## config.mk

```make
export PLATFORM = sky130hd
export DESIGN_NAME = rf_wr_arb
export DESIGN_NICKNAME = d
export VERILOG_FILES = /design/src/rtl/rf_wr_arb_pkg.sv /design/src/rtl/rf_wr_fifo.sv /design/src/rtl/rf_wr_arb.sv
export SDC_FILE = /design/constraint.sdc
export NUM_CORES = 1
export LEC_CHECK = 0
export ABC_AREA = 1
export CAP_MARGIN = 20
export CORE_MARGIN = 3
export CORE_UTILIZATION = 35
export DETAILED_ROUTE_END_ITERATION = 8
export GPL_TIMING_DRIVEN = 0
export PLACE_DENSITY = 0.6
export SLEW_MARGIN = 30
export SYNTH_ARGS = -nofsm -noshare
export SYNTH_HDL_FRONTEND = slang
export SYNTH_SLANG_ARGS = --single-unit
```

## constraint.sdc

```tcl
create_clock -name i_clk -period 4.6 [get_ports i_clk]
set_input_delay 0.92 -clock i_clk [delete_from_list [all_inputs] [get_ports i_clk]]
set_output_delay 0.92 -clock i_clk [all_outputs]
set_load 0.05 [all_outputs]
```

## src/rtl/rf_wr_arb_pkg.sv

```systemverilog
// Shared constants and types for the register-file write-port arbiter.
package rf_wr_arb_pkg;

    localparam logic [4:0] RF_ZERO    = 5'd0;
    localparam int         ARB_P0     = 0;
    localparam int         ARB_P1     = 1;
    localparam int         STARVE_W   = 4;
    localparam int         FIFO_DEPTH = 2;

    localparam logic RR_P0 = 1'(ARB_P0);
    localparam logic RR_P1 = 1'(ARB_P1);

    typedef enum logic [1:0] {
        GNT_NONE,
        GNT_CPU,
        GNT_P0,
        GNT_P1
    } grant_e;

    function automatic grant_e rrGrant(input logic rr);
        return (rr == RR_P1) ? GNT_P1 : GNT_P0;
    endfunction

endpackage

```

## src/rtl/rf_wr_fifo.sv

```systemverilog
// Two-entry FIFO holding pending peripheral register writes; the head entry
// is visible combinationally so it can be written in the cycle it is granted.
module rf_wr_fifo
    import rf_wr_arb_pkg::*;
#(
    parameter int DW = 32,
    parameter int AW = 5
) (
    input  logic          i_clk,
    input  logic          i_rst,
    input  logic          i_push,
    input  logic [AW-1:0] i_wa,
    input  logic [DW-1:0] i_wd,
    input  logic          i_pop,
    output logic [1:0]    o_count,
    output logic [AW-1:0] o_headWa,
    output logic [DW-1:0] o_headWd
);

    logic [AW-1:0] r_memWa [2];
    logic [DW-1:0] r_memWd [2];
    logic          r_wrPtr;
    logic          r_rdPtr;
    logic [1:0]    r_count;
    logic          w_doPush;
    logic          w_doPop;

    assign w_doPush = i_push && (r_count != 2'(FIFO_DEPTH));
    assign w_doPop  = i_pop && (r_count != 2'd0);

    always_ff @(posedge i_clk or posedge i_rst) begin
        if (i_rst) begin
            r_wrPtr <= 1'b0;
            r_rdPtr <= 1'b0;
            r_count <= 2'd0;
        end else begin
            if (w_doPush) r_wrPtr <= ~r_wrPtr;
            if (w_doPop)  r_rdPtr <= ~r_rdPtr;
            if (w_doPush && !w_doPop)      r_count <= r_count + 2'd1;
            else if (w_doPop && !w_doPush) r_count <= r_count - 2'd1;
        end
    end

    // Storage needs no reset: a zero count already marks every entry dead.
    always_ff @(posedge i_clk) begin
        if (w_doPush) begin
            r_memWa[r_wrPtr] <= i_wa;
            r_memWd[r_wrPtr] <= i_wd;
        end
    end

    assign o_count  = r_count;
    assign o_headWa = r_memWa[r_rdPtr];
    assign o_headWd = r_memWd[r_rdPtr];

endmodule

```

## src/rtl/rf_wr_arb.sv

```systemverilog
// Shares the register file's single write port between core writeback and two
// buffered peripheral writers, draining them round-robin with a starvation stall.
module rf_wr_arb
    import rf_wr_arb_pkg::*;
#(
    parameter int DW         = 32,
    parameter int AW         = 5,
    parameter int STARVE_MAX = 4
) (
    input  logic          i_clk,
    input  logic          i_rst,
    input  logic          i_cpu_we,
    input  logic [AW-1:0] i_cpu_wa,
    input  logic [DW-1:0] i_cpu_wd,
    input  logic          i_p0_valid,
    output logic          o_p0_ready,
    input  logic [AW-1:0] i_p0_wa,
    input  logic [DW-1:0] i_p0_wd,
    input  logic          i_p1_valid,
    output logic          o_p1_ready,
    input  logic [AW-1:0] i_p1_wa,
    input  logic [DW-1:0] i_p1_wd,
    output logic          o_stall,
    output logic          o_rf_we,
    output logic [AW-1:0] o_rf_wa,
    output logic [DW-1:0] o_rf_wd
);

    localparam logic [STARVE_W-1:0] WAIT_LIMIT = STARVE_W'(STARVE_MAX);
    localparam logic [AW-1:0]       ZERO_WA    = AW'(RF_ZERO);

    logic                w_push     [2];
    logic                w_pop      [2];
    logic                w_nonEmpty [2];
    logic                w_starve   [2];
    logic [1:0]          w_count    [2];
    logic [AW-1:0]       w_headWa   [2];
    logic [DW-1:0]       w_headWd   [2];
    logic [STARVE_W-1:0] r_wait     [2];
    logic                r_rr;
    logic                w_portSel;
    grant_e              w_grant;

    assign o_p0_ready     = (w_count[ARB_P0] != 2'(FIFO_DEPTH)) && !i_rst;
    assign o_p1_ready     = (w_count[ARB_P1] != 2'(FIFO_DEPTH)) && !i_rst;
    assign w_push[ARB_P0] = i_p0_valid && o_p0_ready;
    assign w_push[ARB_P1] = i_p1_valid && o_p1_ready;
    assign w_pop[ARB_P0]  = (w_grant == GNT_P0);
    assign w_pop[ARB_P1]  = (w_grant == GNT_P1);

    rf_wr_fifo #(.DW(DW), .AW(AW)) u_fifo0 (
        .i_clk    (i_clk),
        .i_rst    (i_rst),
        .i_push   (w_push[ARB_P0]),
        .i_wa     (i_p0_wa),
        .i_wd     (i_p0_wd),
        .i_pop    (w_pop[ARB_P0]),
        .o_count  (w_count[ARB_P0]),
        .o_headWa (w_headWa[ARB_P0]),
        .o_headWd (w_headWd[ARB_P0])
    );

    rf_wr_fifo #(.DW(DW), .AW(AW)) u_fifo1 (
        .i_clk    (i_clk),
        .i_rst    (i_rst),
        .i_push   (w_push[ARB_P1]),
        .i_wa     (i_p1_wa),
        .i_wd     (i_p1_wd),
        .i_pop    (w_pop[ARB_P1]),
        .o_count  (w_count[ARB_P1]),
        .o_headWa (w_headWa[ARB_P1]),
        .o_headWd (w_headWd[ARB_P1])
    );

    for (genvar g = 0; g < 2; g++) begin : g_port
        assign w_nonEmpty[g] = (w_count[g] != 2'd0);
        assign w_starve[g]   = w_nonEmpty[g] && (r_wait[g] == WAIT_LIMIT);
    end

    assign o_stall = (w_starve[ARB_P0] || w_starve[ARB_P1]) && !i_rst;

    // A starved head outranks the core; otherwise the core always wins.
    always_comb begin
        w_grant = GNT_NONE;
        if (i_rst)
            w_grant = GNT_NONE;
        else if (w_starve[ARB_P0] && w_starve[ARB_P1])
            w_grant = rrGrant(r_rr);
        else if (w_starve[ARB_P0])
            w_grant = GNT_P0;
        else if (w_starve[ARB_P1])
            w_grant = GNT_P1;
        else if (i_cpu_we && (i_cpu_wa != ZERO_WA))
            w_grant = GNT_CPU;
        else if (w_nonEmpty[ARB_P0] && ((r_rr == RR_P0) || !w_nonEmpty[ARB_P1]))
            w_grant = GNT_P0;
        else if (w_nonEmpty[ARB_P1])
            w_grant = GNT_P1;
    end

    assign w_portSel = (w_grant == GNT_P1);

    // A granted peripheral head aimed at $zero is consumed without a write.
    always_comb begin
        o_rf_we = 1'b0;
        o_rf_wa = '0;
        o_rf_wd = '0;
        case (w_grant)
            GNT_CPU: begin
                o_rf_we = 1'b1;
                o_rf_wa = i_cpu_wa;
                o_rf_wd = i_cpu_wd;
            end
            GNT_P0, GNT_P1: begin
                if (w_headWa[w_portSel] != ZERO_WA) begin
                    o_rf_we = 1'b1;
                    o_rf_wa = w_headWa[w_portSel];
                    o_rf_wd = w_headWd[w_portSel];
                end
            end
            default: ;
        endcase
    end

    always_ff @(posedge i_clk or posedge i_rst) begin
        if (i_rst) begin
            r_rr <= RR_P0;
            for (int p = 0; p < 2; p++) r_wait[p] <= '0;
        end else begin
            if (w_pop[ARB_P0])      r_rr <= RR_P1;
            else if (w_pop[ARB_P1]) r_rr <= RR_P0;
            for (int p = 0; p < 2; p++) begin
                if (!w_nonEmpty[p] || w_pop[p])
                    r_wait[p] <= '0;
                else if (r_wait[p] != WAIT_LIMIT)
                    r_wait[p] <= r_wait[p] + STARVE_W'(1);
            end
        end
    end

endmodule

```

==> impl_metrics.py <==
metrics = {
    "clock_tree": {
        "clock_path_buffers": 2,
        "cts_sinks": 165,
        "htreeDepth": 4,
        "clk_pin_slew_ns": 0.07,
        "root_buffer": "clkbuf_16",
        "clock_latency_ns": 0.42,
        "cts_tree": "built",
        "cts_buffers": 17,
    },
    "critical_path": {
        "worstPathArrival_ns": 3.49,
        "rrSetupSlack_ns": 2.04,
        "crit_type": "input port to primary output",
        "crit_path_end_kind": "primary output",
        "cp.required_ns": 3.68,
        "timing.rr.end": "u_fifo1.o_count[1]",
        "start_kind": "input port",
        "r2r-start": "r_wait[1]",
        "crit_fanout": 10,
        "cp-startpoint": "i_rst",
        "r2r_cells": 13,
    },
    "detailed_routing": {
        "drt_iter0_drc": 365,
        "viasPerCell": 4.82,
        "vias": 5184,
        "ant_nets": 0,
        "drc": 0,
        "wl_mm": 19.2,
        "routedWlPerCell_um": 17.9,
        "drtPass1Iterations": 5,
    },
    "worst_hold_path": {
        "holdPathStages": 1,
        "hp-start": "u_fifo0.o_count[0]",
        "hp-class": "flip-flop to flip-flop",
        "hold_path_end": "u_fifo0.o_count[0]",
    },
    "logic_synthesis": {
        "syn_inst": 610,
        "synth-seq-area-share_pct": 66.0,
        "synth_xor_area_share_pct": 1.19,
        "yosys_warnings": 0,
        "syn_area_per_cell_um2": 12.1,
        "synthFlopType": "edfxtp_1",
        "synth_top_family_by_area": "simple AND/OR/NAND/NOR gates",
        "synth_compound_area_share_pct": 10.3,
        "syn_nets": 732,
        "async_flop_share_pct": 10.3,
        "netlist_area_mm2": 0.00738,
        "synth_edf_count": 148,
        "muxShareOfSynthArea_pct": 0.814,
        "synthAdderAreaFrac_pct": 1.02,
        "synth_cell_types": 35,
        "ys_ff_latch": 165,
        "yosys.area_share.simple_pct": 16.9,
    },
    "sta": {
        "drv_slew": 0,
        "whs_ns": 0.528,
        "finalSetupViolCount": 0,
        "grt_setup_unrepaired": "false",
        "period_share_pct": 95.8,
        "worst_slew_pin_slew_ns": 0.683,
        "fin_crit_ns": 4.41,
        "relSlewSlack_pct": 54.3,
        "fmax_ghz": 0.227,
        "setup_slack_ns": 0.193,
        "clock_skew_ns": 0.0107,
        "hold_viol": 0,
    },
    "floorplan": {
        "core_area_mm2": 0.0205,
        "die_area_mm2": 0.0229,
        "die_h_um": 151,
        "rows": 52,
        "die_w_um": 151,
        "pin_count": 157,
        "initial_utilization_pct": 36.0,
    },
    "placement": {
        "gp_congestion": 0.755,
        "dp_hpwl_mm": 13.8,
        "place_ws_ns": -0.856,
        "io_buffers": 156,
    },
    "finish": {
        "syn_to_final_growth_pct": 36.3,
        "nets": 916,
        "drive_above_1_share_pct": 17.1,
        "final_common_cell": "edfxtp_1",
        "layout_common_cells": "148 x edfxtp_1, 123 x clkdlybuf4s50_1, 112 x nand2_1",
        "diodes": 0,
    },
    "grt": {
        "grt_usage_pct": 17.3,
        "grt_antenna_before_repair": 0,
        "grt_max_degree": 21,
        "grt_pass1_vias": 5529,
        "grt-ovfl-total": 0,
        "grt_first_pass_wirelength_mm": 29.6,
    },
    "outcome": {
        "status": "finished clean",
    },
    "pwr": {
        "vdd_drop_max_uv": 259,
        "power_density_mw_per_mm2": 614,
        "power_leakage_nw": 3.82,
    },
    "job": {
        "cap_viol_max_count": 0,
    },
}
[what timing repair did]
item | CTS | global route
setup buffers | 2 | 0
setup endpoints to repair | 38 | 7
hold buffers | 0 | 0
cloned | 0 | 0
resized for setup | 37 | 8
hold endpoints to repair | 0 | 0
[flip-flops by register name (all words and copies together), names as in the netlist]
name / flops
r_rr: 1
r_wait: 8
u_fifo0.o_count: 2
u_fifo0.r_memWa: 10
u_fifo0.r_memWd: 64
u_fifo0.r_rdPtr: 1
u_fifo0.r_wrPtr: 1
u_fifo1.o_count: 2
u_fifo1.r_memWa: 10
u_fifo1.r_memWd: 64
u_fifo1.r_rdPtr: 1
u_fifo1.r_wrPtr: 1
[synth_stat cells (2+ instances only)]
cell	count	share of area (%)
edfxtp_1	148	60
nand2_1	112	5.7
nor2_1	80	4.1
nand3_1	39	2.6
o211ai_1	32	3.3
or2_2	32	2.7
o31ai_2	25	4.2
inv_1	19	0.97
dfrtp_1	17	5.8
clkbuf_1	16	0.81
o21ai_0	9	0.61
buf_6	8	1.2
a21oi_1	7	0.47
inv_2	7	0.36
xor2_1	7	0.83
ha_1	6	1.0
mux2i_1	6	0.81
o31ai_1	6	0.61
buf_2	5	0.34
nand2_2	5	0.42
nand3_2	3	0.41
xnor2_1	3	0.36
a22o_1	2	0.24
buf_1	2	0.10
nor2_2	2	0.17
nor3_1	2	0.14
o31ai_4	2	0.58
[worst max path at each step]
stage                                        to  slack, ns  cells after the start
final                               o_rf_wd[18]       0.19                     11
after global routing                o_rf_wd[22]    0.00008                     11
after CTS                           o_rf_wd[24]       0.02                     11
after detailed placement            o_rf_wd[18]      -0.86                     10
after global placement              o_rf_wd[21]      -0.75                     10
after floorplan           u_fifo0.r_memWa[0][0]       0.55                      3
[per-stage QoR]
stage                     instances  power (mW)  setup TNS (ns)  util, %  area, um^2
after floorplan                 610        3.93               0        -        7380
final                          1075        6.17               0     49.1       10100
after CTS                      1075        6.23               0     49.1       10100
after global placement         1036        4.82          -84.40     45.3        9280
after global routing           1075        6.52               0     49.1       10100
after detailed placement       1043        4.95          -23.07     46.4        9500
[layout make-up]
type | count | area [um^2]
fillers | 1839 | 10400
flip-flops and latches | 165 | 4870
multi-input cells | 387 | 2260
repair buffers | 165 | 1730
clock buffers | 20 | 437
well taps | 270 | 338
plain buffers | 31 | 188
clock inverters | 10 | 133
inverters | 27 | 105
[layer usage]
metal,vias to the layer above,track usage [%],wire [um]
met2,151,29.5,9610
met1,2477,21.7,8130
met3,25,4.22,1150
met5,-,0,0
met4,0,5.44,323
li1,2531,-,-
[worst max-delay path, stage by stage]
cell             delay [ns]
clkdlybuf4s50_1        0.63
clkinvlp_4             0.19
nand2_2                0.12
nand2_4                0.08
inv_2                  0.08
nand2_1                0.15
inv_2                  0.25
clkbuf_2               0.36
nand2_1                0.10
nand2_1                0.09
clkdlybuf4s15_1        0.51
[cell families after synthesis]
kind of cell,after synthesis
compound gates,86
xor+xnor,10
fa+ha+maj,6
buf+inv,58
flops,165
mux,6
simple gates,279
[power breakdown]
group | total [mW] | switching, mW | internal (mW)
sequential | 1.99 | 0.0975 | 1.89
combinational | 2.80 | 1.89 | 0.917
clock | 1.38 | 0.540 | 0.844
total | 6.17 | 2.52 | 3.65
Power figures use the tool's default switching activity.
